File: config.mk
export PLATFORM = sky130hd
export DESIGN_NAME = stream_demux
export DESIGN_NICKNAME = d
export VERILOG_FILES = /design/src/rtl/stream_demux.sv
export SDC_FILE = /design/constraint.sdc
export NUM_CORES = 1
export LEC_CHECK = 0
export BUFFER_PORTS_ARGS = -buffer_cell sky130_fd_sc_hd__buf_2
export CAP_MARGIN = 20
export CORE_MARGIN = 3
export CORE_UTILIZATION = 49
export CTS_CLUSTER_SIZE = 28
export DETAILED_ROUTE_END_ITERATION = 7
export GPL_TIMING_DRIVEN = 1
export PLACE_DENSITY = 0.79
export SYNTH_ARGS = -nofsm -noshare
export SYNTH_HDL_FRONTEND = slang
export SYNTH_SLANG_ARGS = --single-unit
File: constraint.sdc
create_clock -name clk -period 1.7 [get_ports clk]
set_input_delay 0.34 -clock clk [delete_from_list [all_inputs] [get_ports clk]]
set_output_delay 0.34 -clock clk [all_outputs]
set_load 0.01 [all_outputs]
File: src/rtl/stream_demux.sv
// 1-to-N_OUT stream demux with a one-entry holding register per channel; 1-cycle latency.
// in_ready drops only when the selected channel is full and not draining; bad selects are dropped.
module stream_demux #(
   parameter int DATA_W = 8,
   parameter int N_OUT  = 4,
   parameter int SEL_W  = 3,
   parameter int CNT_W  = 8
) (
   input  logic                    clk,
   input  logic                    rst,
   input  logic                    in_valid,
   output logic                    in_ready,
   input  logic [DATA_W-1:0]       in_data,
   input  logic [SEL_W-1:0]        in_sel,
   output logic [N_OUT-1:0]        out_valid,
   input  logic [N_OUT-1:0]        out_ready,
   output logic [N_OUT*DATA_W-1:0] out_data,
   output logic [CNT_W-1:0]        drop_cnt,
   output logic                    sel_err
);
   localparam logic [SEL_W:0] NOUT_C = (SEL_W+1)'(N_OUT);

   logic [N_OUT-1:0]             vld_q, vld_d;
   logic [N_OUT-1:0]             sel_hit, drain;
   logic [N_OUT-1:0][DATA_W-1:0] data_q, data_d;
   logic [CNT_W-1:0]             cnt_q, cnt_d;
   logic                         err_q, err_d;
   logic                         sel_ok, accept, drop;

   // One-hot decode avoids indexing the channel vectors with an out-of-range select.
   always_comb begin
      sel_hit = '0;
      for (int k = 0; k < N_OUT; k++) begin
         sel_hit[k] = (in_sel == SEL_W'(k));
      end
   end

   assign sel_ok   = ({1'b0, in_sel} < NOUT_C);
   assign drain    = vld_q & out_ready;
   assign in_ready = ~sel_ok | (|(sel_hit & (~vld_q | out_ready)));
   assign accept   = in_valid & in_ready;
   assign drop     = accept & ~sel_ok;

   // Load wins over drain, so a full channel can be refilled in the cycle it empties.
   always_comb begin
      vld_d  = vld_q & ~drain;
      data_d = data_q;
      for (int k = 0; k < N_OUT; k++) begin
         if (accept && sel_hit[k]) begin
            vld_d[k]  = 1'b1;
            data_d[k] = in_data;
         end
      end
   end

   assign cnt_d = (drop && (cnt_q != '1)) ? cnt_q + CNT_W'(1) : cnt_q;
   assign err_d = drop;

   always_ff @(posedge clk or posedge rst) begin
      if (rst) begin
         vld_q  <= '0;
         data_q <= '0;
         cnt_q  <= '0;
         err_q  <= 1'b0;
      end else begin
         vld_q  <= vld_d;
         data_q <= data_d;
         cnt_q  <= cnt_d;
         err_q  <= err_d;
      end
   end

   assign out_valid = vld_q;
   assign out_data  = data_q;
   assign drop_cnt  = cnt_q;
   assign sel_err   = err_q;
endmodule

# Word level (Yosys, flattened, before mapping)
# Cells that the tools add are included.
[classes]
eq_ne = 4
addsub = 1
n_bitwise = 10
muxes = 4
n_reduce_logical = 7
n_lt_le_gt_ge = 1
[ops]
columns = ["operator", "n"]
rows = [
  ["4-bit AND", 3],
  ["8-bit by 1-bit adder with 8-bit output (second input constant)", 1],
  ["8-bit != test (second input constant)", 1],
  ["4-bit inverter", 2],
  ["3-bit by 2-bit equality test with 1-bit output (second input constant)", 2],
  ["1-bit logical AND", 5],
  ["1-bit two-way mux", 4],
  ["4-bit bitwise OR", 1],
  ["4-bit OR reduction", 1],
  ["3-bit by 1-bit equality test with 1-bit output (second input constant)", 1],
  ["3-bit logical NOT", 1],
  ["3-bit < comparator (second input constant)", 1],
  ["1-bit AND", 2],
  ["1-bit inverter", 1],
  ["1-bit bitwise OR", 1],
]
[totals]
in_bits = 18
reg_bits = 45
wordCells = 34

# Logic depth before layout (Yosys ltp)
# Gate-level depths: netlist of the first run.
[depth]
depth_word = 8
depth_mapped = 5

# Worst setup path after synthesis of the first run
# Ideal clock, no wire load.
[synth_timing]
path_kind = "flip-flop to flip-flop"
start = "register cnt_q[0], in the netlist drop_cnt[0]"
end = "register cnt_q[1], in the netlist drop_cnt[1]"
slack_ns = 0.057
stages_incl_launch_ff = 4
setup_time_ns = 0.125
t_arrival_ns = 1.518
period_less_slack_ns = 1.643
t_required_ns = 1.575
path_cell_list = "dfrtp_1 -> ha_1 -> a41oi_1 -> mux2_2"
[synth_between]
elab_chain_len = 2
elab_cells_between_ends = 3
classes_between = "add/sub: 1; eq/ne: 1; reduce/logical: 1"
[synth_rtl]
columns = ["item", "line_no", "text"]
rows = [
  ["start, declared", "26", "logic [CNT_W-1:0] cnt_q, cnt_d;"],
  ["start signal, assigned", "68", "cnt_q <= cnt_d;"],
  ["parallel branches: the longest is 2 deep, another holds 8-bit by 1-bit adder with 8-bit output", "--", ""],
]
# Parallel ways; which one is timed is not known.
# A chain may end at the register's enable or synchronous reset.

# Worst setup path in the final report of the first run
[layout_timing]
start = "register vld_q[2], in the netlist out_valid[2]"
end = "output in_ready"
[layout_between]
elab_chain_len = 5
[layout_rtl]
columns = ["item", "line_no", "text"]
rows = [
  ["start, declared", "23", "logic [N_OUT-1:0] vld_q, vld_d;"],
  ["start signal, assigned", "66", "vld_q <= vld_d;"],
  ["4-bit inverter", "40", "assign in_ready = ~sel_ok | (|(sel_hit & (~vld_q | out_ready)));"],
  ["4-bit bitwise OR", "40", ""],
  ["4-bit AND", "40", ""],
  ["4-bit OR reduction", "40", ""],
  ["1-bit bitwise OR", "40", ""],
  ["end, declared", "12", "output logic in_ready,"],
]
# No other way between the ends.

==> key figures, run 1 <==
Clocking
  • Root buf cell: clkbuf_8
  • CTS Buf Count: 5
  • # H-tree levels: 2
  • CTS tree: yes
  • Setup Fix Bufs, Post-CTS: 0
  • Clk_lat worst skew: 0.29 ns
  • CTS Sinks: 45
  • CTS Buffer Depth: 2
  • Hold-fix buffers at CTS: 0
  • Clock slew at reported path FFs: 0.08 ns

Global route
  • Vias in the first global route: 1439
  • Global-route wire length before repair: 6580 um
  • Total GRT Usage: 19.9%
  • Antenna violations before repair: 0
  • Total grt overflow: 0
  • Pin count of the biggest net entering global routing: 26

Finish
  • Most common cell after layout, fill and taps aside: buf_2
  • Layout area overhead: 30.7%
  • Most frequent cells in the layout: buf_2 (63), dfrtp_1 (45), mux2_2 (34)
  • Ratio of cells with drive above 1 in the final layout: 58.3%
  • Nets: 224
  • Final Util: 68.7%
  • Post-route cell area: 0.00238 sq mm
  • Post-Layout Cell Count: 252
  • N_diodes: 0

Run
  • MaxCap Viol Count: 0

Place
  • HPWL after detailed placement: 3130 um
  • Place WS: -0.0982 ns
  • Gpl congestion: 0.760
  • Placed Cells: 244
  • Input/output buffers: 63
  • Dpl cell area: 0.00228 sq mm

Timing
  • Hold Slack: 0.0512 ns
  • Peak Freq: 608 MHz
  • Final WS setup: 0.0566 ns
  • Final slew viol count: 0
  • Setup violations, final: 0
  • Setup TNS after final layout: 0 ns
  • Fin crit share: 96.7%
  • Worst Tran Pin Value: 0.464 ns
  • Setup Skew: 0.00557 ns
  • Min Tclk post-route: 1.64 ns
  • Final Hold Viols: 0
  • Rel. slew slack: 69.0%
  • RSZ-0062 raised after global routing: true

Yosys
  • Syn Std Cell Area: 0.00182 sq mm
  • Syn Nets: 145
  • Library cells used by synthesis: 24
  • Syn. warnings: 0
  • Sequential fraction of the synthesis area: 61.7%
  • Post-synthesis area per instance: 14.5 sq um
  • Flops & latches, synth: 45
  • Top cell type's share of synthesized area: 61.7%
  • Post-Syn Instances: 126
  • Area leader, netlist: dfrtp_1
  • Area contributors post-synth: dfrtp_1 (62%), mux2_2 (21%), xnor2_1 (2.4%)

Worst hold path
  • Worst min path class: input port to async pin

Power
  • Leak Pwr: 1.23 nW
  • Maximum vdd drop: 0.787 mV
  • P per Cell Area: 1220 mW/mm^2
  • Power, Total: 2.90 mW

Route
  • Drt initial violations: 52
  • Wirelength, routed: 4020 um
  • DR pass1 iterations: 4
  • Total number of vias: 1328
  • Wire per inst: 16.0 um
  • Post-DR vias/cell: 5.27
  • Post-route ant nets: 0
  • # DRC: 0

Setup path
  • WP data required: 1.36 ns
  • Reg-to-Reg Start: out_valid[2]$_DFF_PP0_
  • Reg2Reg Depth: 4
  • Worst Path Max Fanout: 3
  • Crit. End Element: primary output
  • WP data arrival: 1.30 ns
  • Worst reg2reg path endpoint: out_data[26]$_DFFE_PP0P_
  • R2R setup slack: 0.13 ns
  • CP startpoint kind: flop
  • Setup Crit Path Kind: flop to primary output

Die
  • Area of the core: 0.00347 sq mm
  • Full die area: 0.00449 sq mm
  • # IOs: 64
  • Row Count: 21
  • Chip Height: 67.0 um
  • Initial Util: 52.6%
  • DIE WIDTH: 67.0 um

Status
  • Status: finished, final reports clean
[routing by layer]
layer | GRT usage, % | wire, um | share of wire (%) | vias to the layer above
li1 | - | - | - | 607
met1 | 23.3 | 1550 | 38 | 667
met2 | 34.1 | 2180 | 54 | 47
met3 | 5.40 | 236 | 5.9 | 7
met4 | 8.10 | 64 | 1.6 | 0
met5 | 0 | 0 | 0 | -
[worst max path at each step]
stage | depth (start not counted) | slack [ns] | startpoint | endpoint
6_report | 4 | 0.06 | out_valid[2]$_DFF_PP0_ | in_ready
3_3_place_gp | 5 | 0.03 | in_sel[2] | out_data[29]$_DFFE_PP0P_
5_1_grt | 4 | -0.002 | out_valid[1]$_DFF_PP0_ | in_ready
3_5_place_dp | 5 | -0.1 | in_sel[0] | out_data[27]$_DFFE_PP0P_
4_1_cts | 4 | 0.03 | out_valid[2]$_DFF_PP0_ | in_ready
2_1_floorplan | 3 | 0.06 | drop_cnt[0]$_DFFE_PP0P_ | drop_cnt[1]$_DFFE_PP0P_
[kinds of logic after synthesis]
| logic type | after synthesis | share of synthesized area (%) |
|---|---|---|
| muxes | 34 | 21.0 |
| xor gates and xnor gates | 6 | 2.88 |
| DFF | 45 | 61.7 |
| buffers and inverters | 4 | 0.891 |
| AOI/OAI and AO/OA | 6 | 3.22 |
| adders and majority gates | 1 | 0.686 |
| and+or+nand+nor | 30 | 9.60 |
[worst max-delay path, cell delays in order (launching register included)]
cell      delay (ns)
dfrtp_1         0.34
nand2b_1        0.11
a32oi_2         0.29
nand3_1         0.12
buf_2           0.15
[Yosys cell counts (all sizes together)]
master,instances
dfrtp,45
and3,2
mux2,34
nor2b,2
nor3b,1
nor2,2
nand4,4
nand3,4
xor2,1
a21o,1
buf,1
a21oi,1
o31ai,1
a31oi,1
and4,1
inv,3
xnor2,5
nand3b,2
ha,1
nand2b,5
a41oi,1
a32oi,1
nand2,7
[what timing repair did]
| item | in CTS | in global routing |
|---|---|---|
| cloned | 0 | 0 |
| setup endpoints to repair | 1 | 1 |
| gates resized for setup | 1 | 0 |
| pin swaps | 0 | 2 |
[report_power, final]
group / internal [mW] / total [mW] / switching (mW) / leakage [nW]
combinational: 0.384 / 0.754 / 0.370 / 0.613
sequential: 1.30 / 1.48 / 0.173 / 0.565
clock: 0.329 / 0.673 / 0.343 / 0.0512
[cell type report]
cell class | instances | area, sq um
clock buffer | 6 | 82.6
sequential | 45 | 1130
fill | 277 | 1080
multi-input combinational | 77 | 689
timing repair buffer | 73 | 403
tap | 46 | 57.6
inverter | 3 | 11.3
clock inverter | 2 | 13.8
[registers in the layout (all words and copies together), names as in the netlist]
name and flops:
drop_cnt 8, out_data 32, out_valid 4, sel_err 1
Note: power is estimated with default switching activity, not from simulation.
==> inputs of run 2 (changes only) <==
--- a/config.mk
+++ b/config.mk
@@ -12,7 +12,7 @@
 export CTS_CLUSTER_SIZE = 28
 export DETAILED_ROUTE_END_ITERATION = 7
 export GPL_TIMING_DRIVEN = 1
-export PLACE_DENSITY = 0.79
+export PLACE_DENSITY_LB_ADDON = 0.12
 export SYNTH_ARGS = -nofsm -noshare
 export SYNTH_HDL_FRONTEND = slang
 export SYNTH_SLANG_ARGS = --single-unit
==> key figures, run 2 (same netlist as run 1, synthesis figures left out) <==
Global route
  • GRT met2 Usage: 29.2% (-4.9 points)
  • GRT Max-Usage Layer: met2
  • Global-route wire length before repair: 6030 um (-8.4%)
  • Total grt overflow: 0 (unchanged)
  • Antenna violations before repair: 0 (unchanged)
  • Pin count of the biggest net entering global routing: 46 (+77%)
  • M3 GR Usage: 4.89% (-0.51 points)
  • Vias in the first global route: 1247 (-13%)
  • Total GRT Usage: 18.2% (-1.7 points)
  • Met1 Usage GRT: 24.5% (+1.2 points)

Timing
  • Setup violations, final: 0 (unchanged)
  • Setup Skew: 0.00971 ns (+0.00415 ns)
  • Rel. slew slack: 63.3% (-5.7 points)
  • Final WS setup: 0.0799 ns (+0.0234 ns)
  • Min Tclk post-route: 1.62 ns (-0.0234 ns)
  • Peak Freq: 617 MHz (+1.4%)
  • Final Hold Viols: 0 (unchanged)
  • Worst Tran Pin Value: 0.550 ns (+0.0858 ns)
  • Final slew viol count: 0 (unchanged)
  • RSZ-0062 raised after global routing: false
  • Fin crit share: 95.3% (-1.4 points)

Clocking
  • CTS tree: yes
  • Clk_lat worst skew: 0.29 ns (about the same)
  • CTS Buf Count: 5 (unchanged)
  • CTS Buffer Depth: 2 (unchanged)
  • Root buf cell: clkbuf_8
  • # H-tree levels: 2 (unchanged)
  • CTS Sinks: 45 (unchanged)
  • Clock slew at reported path FFs: 0.08 ns (about the same)

Power
  • P per Cell Area: 1250 mW/mm^2 (+3.0%)
  • Leak Pwr: 1.23 nW (about the same)
  • Maximum vdd drop: 0.782 mV (-0.67%)

Route
  • Total number of vias: 1297 (-2.3%)
  • Post-route ant nets: 0 (unchanged)
  • Drt initial violations: 47 (-9.6%)
  • DR pass1 iterations: 4 (unchanged)
  • # DRC: 0 (unchanged)
  • Wire per inst: 15.1 um (-5.3%)
  • Wirelength, routed: 3830 um (-4.9%)
  • Post-DR vias/cell: 5.13 (-2.7%)

Die
  • Area of the core: 0.00347 sq mm (unchanged)
  • # IOs: 64 (unchanged)
  • Initial Util: 52.6% (unchanged)
  • Row Count: 21 (unchanged)
  • Chip Height: 67.0 um (unchanged)
  • Full die area: 0.00449 sq mm (unchanged)
  • DIE WIDTH: 67.0 um (unchanged)

Setup path
  • Setup Crit Path Kind: flop to primary output
  • Crit. End Element: primary output
  • Buf+Inv Stages, Crit Path: 1 (unchanged)
  • CP Cell Sequence: nand2b_1, a32oi_2, nand3_1, buf_2
  • WP data required: 1.36 ns (about the same)
  • Slowest CP cell: dfrtp_1
  • Slowest stage delay, CP: 0.35 ns (about the same)
  • Delay-heaviest family, CP: flip-flops
  • CP startpoint kind: flop
  • Worst Path Max Fanout: 2 (-1)
  • WP data arrival: 1.28 ns (-0.02 ns)

Place
  • HPWL after detailed placement: 2850 um (-8.7%)
  • Dpl cell area: 0.00227 sq mm (-0.55%)
  • Input/output buffers: 63 (unchanged)
  • Place WS: -0.0181 ns (+0.0801 ns)
  • Gpl congestion: 0.842 (+11%)

Finish
  • Ratio of cells with drive above 1 in the final layout: 58.0% (-0.28 points)
  • Layout area overhead: 31.4%
  • Max FFs per register: 32 (unchanged)
  • Nets: 225 (+0.45%)
  • Post-route cell area: 0.00240 sq mm (+0.58%)
  • Most frequent cells in the layout: buf_2 (63), dfrtp_1 (45), mux2_2 (34)
  • Most common cell after layout, fill and taps aside: buf_2
  • N_diodes: 0 (unchanged)

Status
  • Status: finished, final reports clean

Worst hold path
  • Worst min path class: input port to async pin

Run
  • MaxCap Viol Count: 0 (unchanged)
==> run 2: cell type report <==
cell class | instances | area [sq um]
well taps | 46 | 57.6
fillers | 297 | 1070
clock inverters | 2 | 38.8
flip-flops and latches | 45 | 1130
inverters | 3 | 11.3
clock buffers | 6 | 72.6
repair buffers | 74 | 398
multi-input cells | 77 | 693
==> run 2: repair_timing <==
item	4_1_cts	5_1_grt
pin swaps	0	1
buffers inserted	0	1
hold buffers	0	0
resized for setup	1	1
endpoints found under the setup margin	1	1
==> run 2: worst paths after layout <==
| kind | start | to | slack (ns) | cells after the start |
|---|---|---|---|---|
| setup / recovery | out_valid[2]$_DFF_PP0_ | in_ready | 0.08 | 4 |
| hold / removal | rst | out_data[16]$_DFFE_PP0P_ | 0.17 | 3 |
| setup reg to reg | out_valid[2]$_DFF_PP0_ | out_data[27]$_DFFE_PP0P_ | 0.17 | 4 |
| hold reg to reg | out_data[13]$_DFFE_PP0P_ | out_data[13]$_DFFE_PP0P_ | 0.50 | 1 |
| max in group asynchronous | rst | drop_cnt[2]$_DFFE_PP0P_ | 1.16 | 3 |
| min in group clk | in_sel[0] | out_valid[2]$_DFF_PP0_ | 0.31 | 2 |
==> run 2: power by group <==
part / internal (mW) / leakage, nW / switching, mW / total (mW)
combinational: 0.380 / 0.609 / 0.369 / 0.750
sequential: 1.30 / 0.565 / 0.168 / 1.47
clock: 0.441 / 0.0554 / 0.345 / 0.786
==> run 2: worst min-delay path: stages <==
cell and delay [ns]:
buf_2 0.10, clkinv_1 0.03, buf_4 0.45
==> run 2: metrics by stage <==
stage / util, % / TNS (ns) / power [mW] / hold slack [ns] / std cells
after floorplan: - / 0 / 1.88 / 0.435 / 126
after global placement: 65.4 / 0 / 2.21 / 0.484 / 244
after detailed placement: 65.4 / -0.0867 / 2.25 / 0.487 / 244
after CTS: 68.8 / 0 / 3.04 / 0.181 / 252
after global routing: 69.1 / 0 / 3.19 / 0.224 / 253
final: 69.1 / 0 / 3.01 / 0.167 / 253
==> run 2: layer usage <==
| layer | wire length [um] | part of all wire (%) |
|---|---|---|
| met5 | 0 | 0 |
| met4 | 27 | 0.71 |
| met3 | 283 | 7.4 |
| met2 | 1920 | 50 |
| met1 | 1600 | 42 |
==> inputs of run 3 (changes only) <==
--- a/config.mk
+++ b/config.mk
@@ -13,6 +13,7 @@
 export DETAILED_ROUTE_END_ITERATION = 7
 export GPL_TIMING_DRIVEN = 1
 export PLACE_DENSITY_LB_ADDON = 0.12
+export RECOVER_POWER = 50
 export SYNTH_ARGS = -nofsm -noshare
 export SYNTH_HDL_FRONTEND = slang
 export SYNTH_SLANG_ARGS = --single-unit
==> key figures, run 3 (same netlist as run 1, synthesis figures left out) <==
Status
  • Status: finished, final reports clean

Finish
  • Post-Layout Cell Count: 253 (unchanged)
  • Nets: 225 (unchanged)
  • Max FFs per register: 32 (unchanged)
  • Layout area overhead: 31.2%
  • Most frequent cells in the layout: buf_2 (62), dfrtp_1 (45), mux2_2 (34)
  • Ratio of cells with drive above 1 in the final layout: 57.5% (-0.48 points)
  • Most common cell after layout, fill and taps aside: buf_2
  • N_diodes: 0 (unchanged)

Setup path
  • R2R setup slack: 0.17 ns (about the same)
  • Setup Crit Path Kind: flop to primary output
  • WP data arrival: 1.28 ns (about the same)
  • Reg-to-Reg Start: out_valid[2]$_DFF_PP0_
  • Crit. path cell count: 4 (unchanged)
  • Worst setup path start: out_valid[2]$_DFF_PP0_
  • CP Cell Sequence: nand2b_1, a32oi_2, nand3_1, buf_2
  • WP data required: 1.36 ns (about the same)
  • Reg2Reg Depth: 4 (unchanged)
  • Crit. End Element: primary output
  • Slowest stage delay, CP: 0.35 ns (about the same)
  • Delay-heaviest family, CP: flip-flops
  • Slowest CP cell: dfrtp_1
  • Buf+Inv Stages, Crit Path: 1 (unchanged)
  • Worst reg2reg path endpoint: out_data[27]$_DFFE_PP0P_
  • Worst Path Max Fanout: 2 (unchanged)
  • Critical Path End: in_ready
  • CP startpoint kind: flop

Timing
  • Min Tclk post-route: 1.62 ns (+0.0000264 ns)
  • Final slew viol count: 0 (unchanged)
  • Setup violations, final: 0 (unchanged)
  • Fin crit share: 95.3% (about the same)
  • Rel. slew slack: 28.6% (-35 points)
  • Peak Freq: 617 MHz (about the same)
  • RSZ-0062 raised after global routing: false
  • Worst Tran Pin Value: 1.07 ns (+0.521 ns)
  • Setup Skew: 0.00971 ns (unchanged)
  • Final Hold Viols: 0 (unchanged)
  • Hold Slack: 0.310 ns (+0.143 ns)

Clocking
  • # H-tree levels: 2 (unchanged)
  • Clock slew at reported path FFs: 0.08 ns (about the same)
  • Hold-fix buffers at CTS: 0 (unchanged)
  • Clk_lat worst skew: 0.29 ns (about the same)
  • CTS Sinks: 45 (unchanged)
  • Root buf cell: clkbuf_8
  • CTS Buffer Depth: 2 (unchanged)
  • CTS tree: yes
  • CTS Buf Count: 5 (unchanged)

Place
  • Input/output buffers: 63 (unchanged)
  • HPWL after detailed placement: 2850 um (unchanged)
  • Placed Cells: 244 (unchanged)
  • Gpl congestion: 0.842 (unchanged)

Global route
  • Total grt overflow: 0 (unchanged)
  • Pin count of the biggest net entering global routing: 46 (unchanged)
  • Total GRT Usage: 18.2% (unchanged)
  • Antenna violations before repair: 0 (unchanged)
  • Global-route wire length before repair: 6030 um (unchanged)
  • Vias in the first global route: 1247 (unchanged)

Run
  • MaxCap Viol Count: 0 (unchanged)

Route
  • Post-DR vias/cell: 5.13 (unchanged)
  • Drt initial violations: 47 (unchanged)
  • Wire per inst: 15.1 um (about the same)
  • Post-route ant nets: 0 (unchanged)
  • Total number of vias: 1297 (unchanged)
  • Wirelength, routed: 3830 um (about the same)
  • # DRC: 0 (unchanged)
  • DR pass1 iterations: 4 (unchanged)

Die
  • Chip Height: 67.0 um (unchanged)
  • Row Count: 21 (unchanged)
  • # IOs: 64 (unchanged)
  • Initial Util: 52.6% (unchanged)
  • Full die area: 0.00449 sq mm (unchanged)
  • DIE WIDTH: 67.0 um (unchanged)
  • Area of the core: 0.00347 sq mm (unchanged)

Power
  • P per Cell Area: 1260 mW/mm^2 (+0.12%)
  • Maximum vdd drop: 0.785 mV (+0.34%)
  • Leak Pwr: 1.23 nW (-0.28%)

Worst hold path
  • Worst min path class: input port to flop
## run 3: cell types whose count changed in the layout (fill, tap and decap cells not counted), sizes merged
| cell | change |
|---|---|
| buf | -2 |
| clkbuf | +2 |
## run 3: final cells by class
class                   count  area, sq um
flip-flops and latches     45         1130
fillers                   297         1070
multi-input cells          77          693
repair buffers             74          394
clock buffers               6         72.6
well taps                  46         57.6
clock inverters             2         38.8
inverters                   3         11.3
## run 3: worst min path at each step
| stage | startpoint | end | slack, ns | depth (start not counted) |
|---|---|---|---|---|
| floorplan | in_sel[0] | out_valid[2]$_DFF_PP0_ | 0.43 | 1 |
| global placement | out_data[23]$_DFFE_PP0P_ | out_data[23]$_DFFE_PP0P_ | 0.48 | 1 |
| detailed placement | out_data[18]$_DFFE_PP0P_ | out_data[18]$_DFFE_PP0P_ | 0.49 | 1 |
| CTS | rst | out_data[16]$_DFFE_PP0P_ | 0.18 | 3 |
| global route | in_sel[0] | out_valid[2]$_DFF_PP0_ | 0.30 | 2 |
| finish | in_sel[0] | out_valid[2]$_DFF_PP0_ | 0.31 | 2 |
## run 3: worst reg2reg max path: cells and delay by family (launching register included)
| family | cells | cell delay [ns] |
|---|---|---|
| compound gates | 2 | 0.52 |
| flops | 1 | 0.39 |
| mux | 1 | 0.39 |
| simple gates | 1 | 0.12 |
## run 3: timing repair
| action | 4_1_cts | 5_1_grt |
|---|---|---|
| pin swaps | 0 | 1 |
| cloned | 0 | 0 |
| buffers inserted | 0 | 1 |
| endpoints found under the setup margin | 1 | 1 |
| resized for setup | 1 | 1 |
## run 3: power by group
part | total (mW) | leakage [nW] | internal, mW | switching [mW]
combinational | 0.748 | 0.606 | 0.379 | 0.369
sequential | 1.47 | 0.565 | 1.30 | 0.168
clock | 0.786 | 0.0554 | 0.441 | 0.345
## run 3: per-layer routing
layer / track usage [%] / routed length [um] / up-vias / share of wire, %
met5: 0 / 0 / - / 0
met4: 4.56 / 27 / 0 / 0.71
met3: 4.89 / 282 / 3 / 7.4
li1: - / - / 612 / -
met2: 29.2 / 1910 / 45 / 50
met1: 24.5 / 1600 / 637 / 42
## run 3: per-stage QoR
stage	total power [mW]	utilization [%]	TNS, ns	cell area (sq um)	setup WS, ns
2_1_floorplan	1.88	-	0	1820	0.0568
3_3_place_gp	2.21	65.4	0	2270	0.0295
3_5_place_dp	2.25	65.4	-0.0867	2270	-0.0181
4_1_cts	3.04	68.8	0	2390	0.0306
5_1_grt	3.19	69.0	0	2390	0.00423
6_report	3.01	69.0	0	2390	0.0799
